===== src/rtl/serial_addsub.sv =====
// serial_addsub: bit-serial two's-complement adder/subtractor, LSB first.
// One bit is processed per clock. A start pulse loads the operands.
// A one-cycle done pulse marks completion, and R/COUT/OVF then hold
// until the next completion.
// Optional feature macro: SERIAL_ADDSUB_SAT_EN. When it is defined, R is
// saturated on signed overflow.
module serial_addsub #(
  parameter int N = 8
) (
  input  logic         clk,
  input  logic         rst,
  input  logic         start,
  input  logic         S,
  input  logic [N-1:0] A,
  input  logic [N-1:0] B,
  output logic         busy,
  output logic         done,
  output logic [N-1:0] R,
  output logic         COUT,
  output logic         OVF
);

  localparam int CW = (N > 1) ? $clog2(N) : 1;

  typedef enum logic [1:0] {
    IDLE = 2'd0,
    RUN  = 2'd1,
    DONE = 2'd2
  } state_t;

  state_t         state_r;
  state_t         state_s;
  logic [N-1:0]   a_sh_r;
  logic [N-1:0]   b_sh_r;
  logic [N-1:0]   r_sh_r;
  logic [N-1:0]   r_out_r;
  logic [CW-1:0]  cnt_r;
  logic           sub_r;
  logic           carry_r;
  logic           busy_r;
  logic           done_r;
  logic           cout_r;
  logic           ovf_r;

  logic           accept_s;
  logic           last_s;
  logic           b_eff_s;
  logic           sum_s;
  logic           carry_s;
  logic [N-1:0]   r_next_s;
  logic [N-1:0]   r_final_s;

  // Carry out of a full adder: majority of its three inputs.
  function automatic logic maj3(input logic x, input logic y, input logic z);
    return (x & y) | (x & z) | (y & z);
  endfunction

  // State register.
  always_ff @(posedge clk or posedge rst) begin
    if (rst) begin
      state_r <= IDLE;
    end else begin
      state_r <= state_s;
    end
  end

  // Next-state logic. A new operation is accepted in IDLE or DONE only.
  always_comb begin
    state_s  = state_r;
    accept_s = 1'b0;
    case (state_r)
      IDLE: begin
        if (start) begin
          state_s  = RUN;
          accept_s = 1'b1;
        end else begin
          state_s = IDLE;
        end
      end
      RUN: begin
        if (last_s) begin
          state_s = DONE;
        end else begin
          state_s = RUN;
        end
      end
      DONE: begin
        if (start) begin
          state_s  = RUN;
          accept_s = 1'b1;
        end else begin
          state_s = IDLE;
        end
      end
      default: begin
        state_s = IDLE;
      end
    endcase
  end

  // One full-adder slice, plus the completion value of R (saturated if enabled).
  always_comb begin
    last_s   = (state_r == RUN) && (cnt_r == CW'(N - 1));
    b_eff_s  = b_sh_r[0] ^ sub_r;
    sum_s    = a_sh_r[0] ^ b_eff_s ^ carry_r;
    carry_s  = maj3(a_sh_r[0], b_eff_s, carry_r);
    r_next_s = {sum_s, r_sh_r[N-1:1]};
`ifdef SERIAL_ADDSUB_SAT_EN
    // On the last bit, a_sh_r[0] is the sign of A, and carry_r is the carry into the MSB.
    if (carry_r ^ carry_s) begin
      if (a_sh_r[0]) begin
        r_final_s = {1'b1, {(N-1){1'b0}}};
      end else begin
        r_final_s = {1'b0, {(N-1){1'b1}}};
      end
    end else begin
      r_final_s = r_next_s;
    end
`else
    r_final_s = r_next_s;
`endif
  end

  // Datapath: load on accept, shift during RUN, publish results on the last bit.
  always_ff @(posedge clk or posedge rst) begin
    if (rst) begin
      a_sh_r  <= '0;
      b_sh_r  <= '0;
      r_sh_r  <= '0;
      r_out_r <= '0;
      cnt_r   <= '0;
      sub_r   <= 1'b0;
      carry_r <= 1'b0;
      busy_r  <= 1'b0;
      done_r  <= 1'b0;
      cout_r  <= 1'b0;
      ovf_r   <= 1'b0;
    end else if (accept_s) begin
      a_sh_r  <= A;
      b_sh_r  <= B;
      r_sh_r  <= '0;
      cnt_r   <= '0;
      sub_r   <= S;
      carry_r <= S;
      busy_r  <= 1'b1;
      done_r  <= 1'b0;
    end else if (state_r == RUN) begin
      a_sh_r  <= {1'b0, a_sh_r[N-1:1]};
      b_sh_r  <= {1'b0, b_sh_r[N-1:1]};
      r_sh_r  <= r_next_s;
      carry_r <= carry_s;
      cnt_r   <= cnt_r + CW'(1);
      if (last_s) begin
        busy_r  <= 1'b0;
        done_r  <= 1'b1;
        r_out_r <= r_final_s;
        cout_r  <= carry_s;
        ovf_r   <= carry_r ^ carry_s;
      end else begin
        done_r <= 1'b0;
      end
    end else begin
      busy_r <= 1'b0;
      done_r <= 1'b0;
    end
  end

  assign busy = busy_r;
  assign done = done_r;
  assign R    = r_out_r;
  assign COUT = cout_r;
  assign OVF  = ovf_r;

endmodule

===== config.mk =====
export PLATFORM = sky130hd
export DESIGN_NAME = serial_addsub
export DESIGN_NICKNAME = d
export VERILOG_FILES = /design/src/rtl/serial_addsub.sv
export SDC_FILE = /design/constraint.sdc
export NUM_CORES = 1
export LEC_CHECK = 0
export ABC_AREA = 1
export BUFFER_PORTS_ARGS = -buffer_cell sky130_fd_sc_hd__buf_2
export CAP_MARGIN = 20
export CELL_PAD_IN_SITES_DETAIL_PLACEMENT = 0
export CELL_PAD_IN_SITES_GLOBAL_PLACEMENT = 1
export CORE_MARGIN = 8
export CORE_UTILIZATION = 42
export DETAILED_ROUTE_END_ITERATION = 12
export PLACE_DENSITY_LB_ADDON = 0.3
export SYNTH_ARGS = -nofsm -noshare
export SYNTH_HDL_FRONTEND = slang
export SYNTH_SLANG_ARGS = --single-unit

===== constraint.sdc =====
create_clock -name clk -period 1.7 [get_ports clk]
set_clock_uncertainty 0.05 [all_clocks]
set_input_delay 0.34 -clock clk [delete_from_list [all_inputs] [get_ports clk]]
set_output_delay 0.34 -clock clk [all_outputs]
set_load 0.02 [all_outputs]

After elaboration in Yosys (flattened, before gate mapping)
Index checks and enable logic that the tools add are counted.

Multiplexer cells: 21. Bitwise logic cells: 10. Reduce and logical (&&, ||, !) cells: 5. Eq/ne operators: 4. Add/subtract/negate cells: 1.

Operators with widths (number): $mux 8 (6); $mux 1 (11); $mux 3 (2); $pmux 2 s2 (1); $xor 1x1->1 (4); $add 3x1->3 const B (1); $and 1x1->1 (3); $eq 3x3->1 const B (1); $ne 3x3->1 const B (1); $reduce_and 3->1 (1); $eq 2x1->1 const B (1); $eq 2x2->1 const B (1); $logic_not 2->1 (1); $mux 2 (1); $or 1x1->1 (2); $reduce_bool 2->1 (1); $reduce_or 2->1 (1); $logic_and 1x1->1 (1); $not 1->1 (1).

Register bits: 43. Input bits: 20. Word-level logic and storage cells: 53. Output and inout port bits: 12.

Depth between registers and ports, before layout
Depth in word-level cells: 6. Mapped depth: 7. Depth with buffers taken out: 7.

Least setup slack after synthesis
OpenSTA, ideal clock, no wires.

Path type: flip-flop to flip-flop. Start: register cnt_r[0]. End: register cout_r (netlist: COUT). Buffers on the path: 1. Period minus slack after synthesis: 1.312 ns. Stages on the path, launching flop included: 8. Library setup time: 0.117 ns. Data required time: 1.533 ns. Arrival time: 1.145 ns. Path slack: 0.388 ns. Path through: dfrtp_1 ha_1 ha_1 inv_1 nor2_2 buf_4 nand2_1 nand2_1.

Word-level cells in the longest chain between the ends: 3.

RTL lines: start, declared (RTL line 37) `logic [CW-1:0] cnt_r;`; start signal, assigned (RTL line 152) `cnt_r <= cnt_r + CW'(1);`; $eq 3x3->1 (RTL line 103) `last_s = (state_r == RUN) && (cnt_r == CW'(N - 1));`; $logic_and 1x1->1 (RTL line 103); $reduce_and 3->1 (no line); end signal, assigned (RTL line 157) `cout_r <= carry_s;`; end, declared (RTL line 42) `logic cout_r;`.

Every way passes these cells. A chain may end at the register's enable or synchronous reset.

Worst setup path after layout
Start: register cnt_r[0]. End: register r_out_r[4] (netlist: R[4]).

Word-level cells in the longest chain between the ends: 3.

RTL lines: $eq 3x3->1 (RTL line 103); $logic_and 1x1->1 (RTL line 103); $reduce_and 3->1 (no line); end signal, assigned (RTL line 156) `r_out_r <= r_final_s;`; end, declared (RTL line 36) `logic [N-1:0] r_out_r;`.

Every way passes these cells.

==> impl_metrics.prom <==
# TYPE chip_impl_metric gauge
chip_impl_metric{name="max-slew-margin-rel",unit="%"} 64.7
chip_impl_metric{name="synth.top_cell.area_share",unit="%"} 52.2
chip_impl_info{name="rr_startpoint",value="cnt_r[0]"} 1
chip_impl_metric{name="ys_seq_area_share",unit="%"} 52.2
chip_impl_metric{name="post_cts_resized",unit=""} 0
chip_impl_metric{name="post_drt_wl_per_cell",unit="µm"} 12.9
chip_impl_info{name="critical_register_to_register_path_endpoint",value="R[4]"} 1
chip_impl_metric{name="dr_total_vias",unit=""} 1550
chip_impl_metric{name="max_slew.worst_pin.slew",unit="ns"} 0.529
chip_impl_metric{name="timing.reg2reg.worst_path_depth",unit=""} 6
chip_impl_metric{name="post_synthesis_instance_area",unit="mm²"} 0.00201
chip_impl_metric{name="synth_warnings",unit=""} 0
chip_impl_info{name="rsz_0062_raised_after_global_routing",value="no"} 1
chip_impl_metric{name="cts-root-to-sink-buffers",unit=""} 2
chip_impl_metric{name="peakVddDrop",unit="mV"} 0.900
chip_impl_info{name="crit_chain",value="ha_1 > ha_1 > inv_1 > nor2_2 > nand2_1 > nand2_1"} 1
chip_impl_metric{name="floorplan.rows",unit=""} 25
chip_impl_metric{name="worst-path-max-fanout",unit=""} 11
chip_impl_metric{name="finalSetupTns",unit="ns"} 0
chip_impl_info{name="cts_root_buffer_type",value="sky130_fd_sc_hd__clkbuf_8"} 1
chip_impl_info{name="crit_path_top_delay_cell",value="sky130_fd_sc_hd__dfrtp_1"} 1
chip_impl_info{name="synthMostInstantiatedCell",value="sky130_fd_sc_hd__nand2_1"} 1
chip_impl_metric{name="final_layout_size_suffix_gt1_share",unit="%"} 22.3
chip_impl_metric{name="fp.dieW",unit="µm"} 85.2
chip_impl_metric{name="cts.sinks",unit=""} 42
chip_impl_metric{name="worst_skew_late_latency",unit="ns"} 0.30
chip_impl_metric{name="final-hold-violation-count",unit=""} 0
chip_impl_info{name="status",value="finished clean"} 1
chip_impl_metric{name="synth_cell_types",unit=""} 22
chip_impl_metric{name="die_area",unit="mm²"} 0.00726
chip_impl_metric{name="cts_hold_buffers",unit=""} 0
chip_impl_metric{name="htree_levels",unit=""} 2
chip_impl_metric{name="globalplace.congestion",unit=""} 0.733
chip_impl_metric{name="synth.avg_cell_area",unit="µm²"} 8.60
chip_impl_metric{name="post_drt_via_cell_ratio",unit=""} 4.86
chip_impl_metric{name="ant_nets",unit=""} 0
chip_impl_metric{name="data_arrival_at_the_endpoint_of_the_critical_path",unit="ns"} 1.62
chip_impl_metric{name="initial_core_util",unit="%"} 43.2
chip_impl_metric{name="grt_overflow_total",unit=""} 0
chip_impl_metric{name="multiInputGateArea",unit="µm²"} 754
chip_impl_metric{name="maxCapViolCount",unit=""} 0
chip_impl_info{name="critical_path.startpoint",value="cnt_r[0]"} 1
chip_impl_metric{name="n_fill_cell",unit=""} 444
chip_impl_metric{name="route.final.wire_length",unit="µm"} 4100
chip_impl_metric{name="dp_hpwl",unit="µm"} 2730
chip_impl_metric{name="power_density",unit="mW/mm²"} 1850
chip_impl_metric{name="core_area",unit="mm²"} 0.00466
chip_impl_metric{name="fmax",unit="MHz"} 699
chip_impl_metric{name="drt_pre_antenna_iters",unit=""} 4
chip_impl_metric{name="n_antenna_cell",unit=""} 0
chip_impl_metric{name="final_max_slew_viol_count",unit=""} 0
chip_impl_metric{name="reg2reg_slack",unit="ns"} 0.27
chip_impl_metric{name="ff_latch_area",unit="mm²"} 0.00105
chip_impl_info{name="synth.largest_area_cell",value="sky130_fd_sc_hd__dfrtp_1"} 1
chip_impl_metric{name="critPathMaxStageDelay",unit="ns"} 0.37
chip_impl_metric{name="critPathRequiredTime",unit="ns"} 1.89
chip_impl_metric{name="io_pins",unit=""} 32
chip_impl_metric{name="grt_antenna_before_repair",unit=""} 0
chip_impl_metric{name="cts-buffers-inserted",unit=""} 5
chip_impl_info{name="setup.worst_path.class",value="reg2reg"} 1
chip_impl_metric{name="area.growth.synth_to_final",unit="%"} 12.6
chip_impl_metric{name="postSynthCellCount",unit=""} 234
chip_impl_metric{name="grt_pass1_wl",unit="µm"} 7330
chip_impl_metric{name="total_leakage_power",unit="µW"} 0.00126
chip_impl_metric{name="async_reset_ff_share",unit="%"} 100
chip_impl_metric{name="initialDrtViolationCount",unit=""} 87
chip_impl_metric{name="remaining_drc_errors",unit=""} 0
chip_impl_metric{name="synth.ff_latch_count",unit=""} 42
chip_impl_metric{name="postCtsSetupBuffers",unit=""} 0
chip_impl_info{name="top_post_synthesis_cells_by_count",value="77 x sky130_fd_sc_hd__nand2_1, 48 x sky130_fd_sc_hd__nand3_1, 42 x sky130_fd_sc_hd__dfrtp_1"} 1
chip_impl_metric{name="synthesis.nets",unit=""} 257
chip_impl_metric{name="grt_start_max_net_pins",unit=""} 43
chip_impl_info{name="synth.top_cells.by_area",value="sky130_fd_sc_hd__dfrtp_1 52%, sky130_fd_sc_hd__nand2_1 14%, sky130_fd_sc_hd__nand3_1 12%"} 1
chip_impl_info{name="tritoncts",value="built"} 1
chip_impl_info{name="yosys_most_used_dff",value="sky130_fd_sc_hd__dfrtp_1"} 1
chip_impl_info{name="critical_path.endpoint_type",value="register"} 1
chip_impl_metric{name="grt_util_all_layers",unit="%"} 12.5
chip_impl_metric{name="min_period",unit="ns"} 1.43
chip_impl_metric{name="fin_total_pwr",unit="µW"} 4200
chip_impl_metric{name="num-nets-final",unit=""} 287
chip_impl_metric{name="layout_worst_path_cycle_share",unit="%"} 84.1
chip_impl_info{name="start_kind",value="register"} 1
chip_impl_metric{name="synth_enable_flop_cells",unit=""} 0
chip_impl_metric{name="die_span_in_y",unit="µm"} 85.2
chip_impl_info{name="capturing_instance_or_port_of_the_critical_path",value="R[4]"} 1
chip_impl_metric{name="number_of_global_route_vias_before_repair",unit=""} 1612
chip_impl_metric{name="final_setup_violation_count",unit=""} 0
chip_impl_metric{name="clk_transition_reported_paths",unit="ns"} 0.09
chip_impl_metric{name="place.port_buffers",unit=""} 31
chip_impl_info{name="hold_path_class",value="in2async"} 1
state kept, by name, summed over array words and instances (netlist names):
name	flops
COUT	1
OVF	1
R	8
a_sh_r	8
b_sh_r	8
busy	1
carry_r	1
cnt_r	3
done	1
r_sh_r	7
state_r	2
sub_r	1
placed cells by master, fill, tap and decap left out, types with 2 or more instances in the layout:
cell / instances
sky130_fd_sc_hd__nand2_1: 77
sky130_fd_sc_hd__nand3_1: 48
sky130_fd_sc_hd__dfrtp_1: 42
sky130_fd_sc_hd__buf_2: 31
sky130_fd_sc_hd__inv_1: 25
sky130_fd_sc_hd__o21ai_0: 8
sky130_fd_sc_hd__nand3_2: 7
sky130_fd_sc_hd__clkbuf_8: 5
sky130_fd_sc_hd__buf_4: 5
sky130_fd_sc_hd__nand2_4: 2
sky130_fd_sc_hd__inv_6: 2
sky130_fd_sc_hd__nand2_2: 2
sky130_fd_sc_hd__ha_1: 2
cell families after synthesis:
family	share of synthesized area, %
xor+xnor	0.435
simple gates	32.6
buf+inv	10.3
flops	52.2
compound gates	2.24
fa+ha+maj	2.24
stage by stage:
step / setup slack (ns) / hold slack [ns] / area, µm² / util, % / cells
after global placement: 0.297 / 0.406 / 2170 / 46.6 / 311
after CTS: 0.236 / 0.128 / 2270 / 48.6 / 319
after floorplan: 0.336 / 0.392 / 2010 / - / 234
after detailed placement: 0.261 / 0.409 / 2170 / 46.6 / 311
after global routing: 0.0997 / 0.168 / 2270 / 48.6 / 319
final: 0.270 / 0.0985 / 2270 / 48.6 / 319
worst min-delay path by stage:
stage,from,end,slack [ns],cells after the start
floorplan,r_sh_r[2],R[1],0.39,2
global placement,r_sh_r[2],R[1],0.41,2
detailed placement,R[5],R[5],0.41,2
CTS,rst,R[0],0.13,3
global route,rst,R[0],0.17,3
finish,rst,R[0],0.1,3
where the power goes:
group / leakage, µW / total (µW) / internal (µW) / switching (µW)
logic: 0.000680 / 1800 / 642 / 1150
registers: 0.000530 / 1730 / 1460 / 276
clock network: 0.0000447 / 667 / 297 / 370
layout make-up:
cell class                      instances  area share, %
Clock buffer                            5           3.04
Sequential cell                        42           46.4
Inverter                               27           4.69
Clock inverter                          3           1.10
Timing Repair Buffer                   36           8.50
Multi-Input combinational cell        152           33.3
Tap cell                               54           2.98
routing by layer:
layer	up-vias	GRT usage (%)	routed length [µm]
met3	5	3.96	181
met4	0	3.88	42
met5	-	0	0
li1	795	-	-
met2	25	20.5	1930
met1	725	15.2	1950
critical path: cells and delay by family, from the launching register on:
| kind | cells | cell delay [ns] |
|---|---|---|
| fa+ha+maj | 2 | 0.34 |
| buf+inv | 1 | 0.09 |
| flops | 1 | 0.37 |
| simple gates | 3 | 0.54 |
Power figures use the tool's default switching activity.
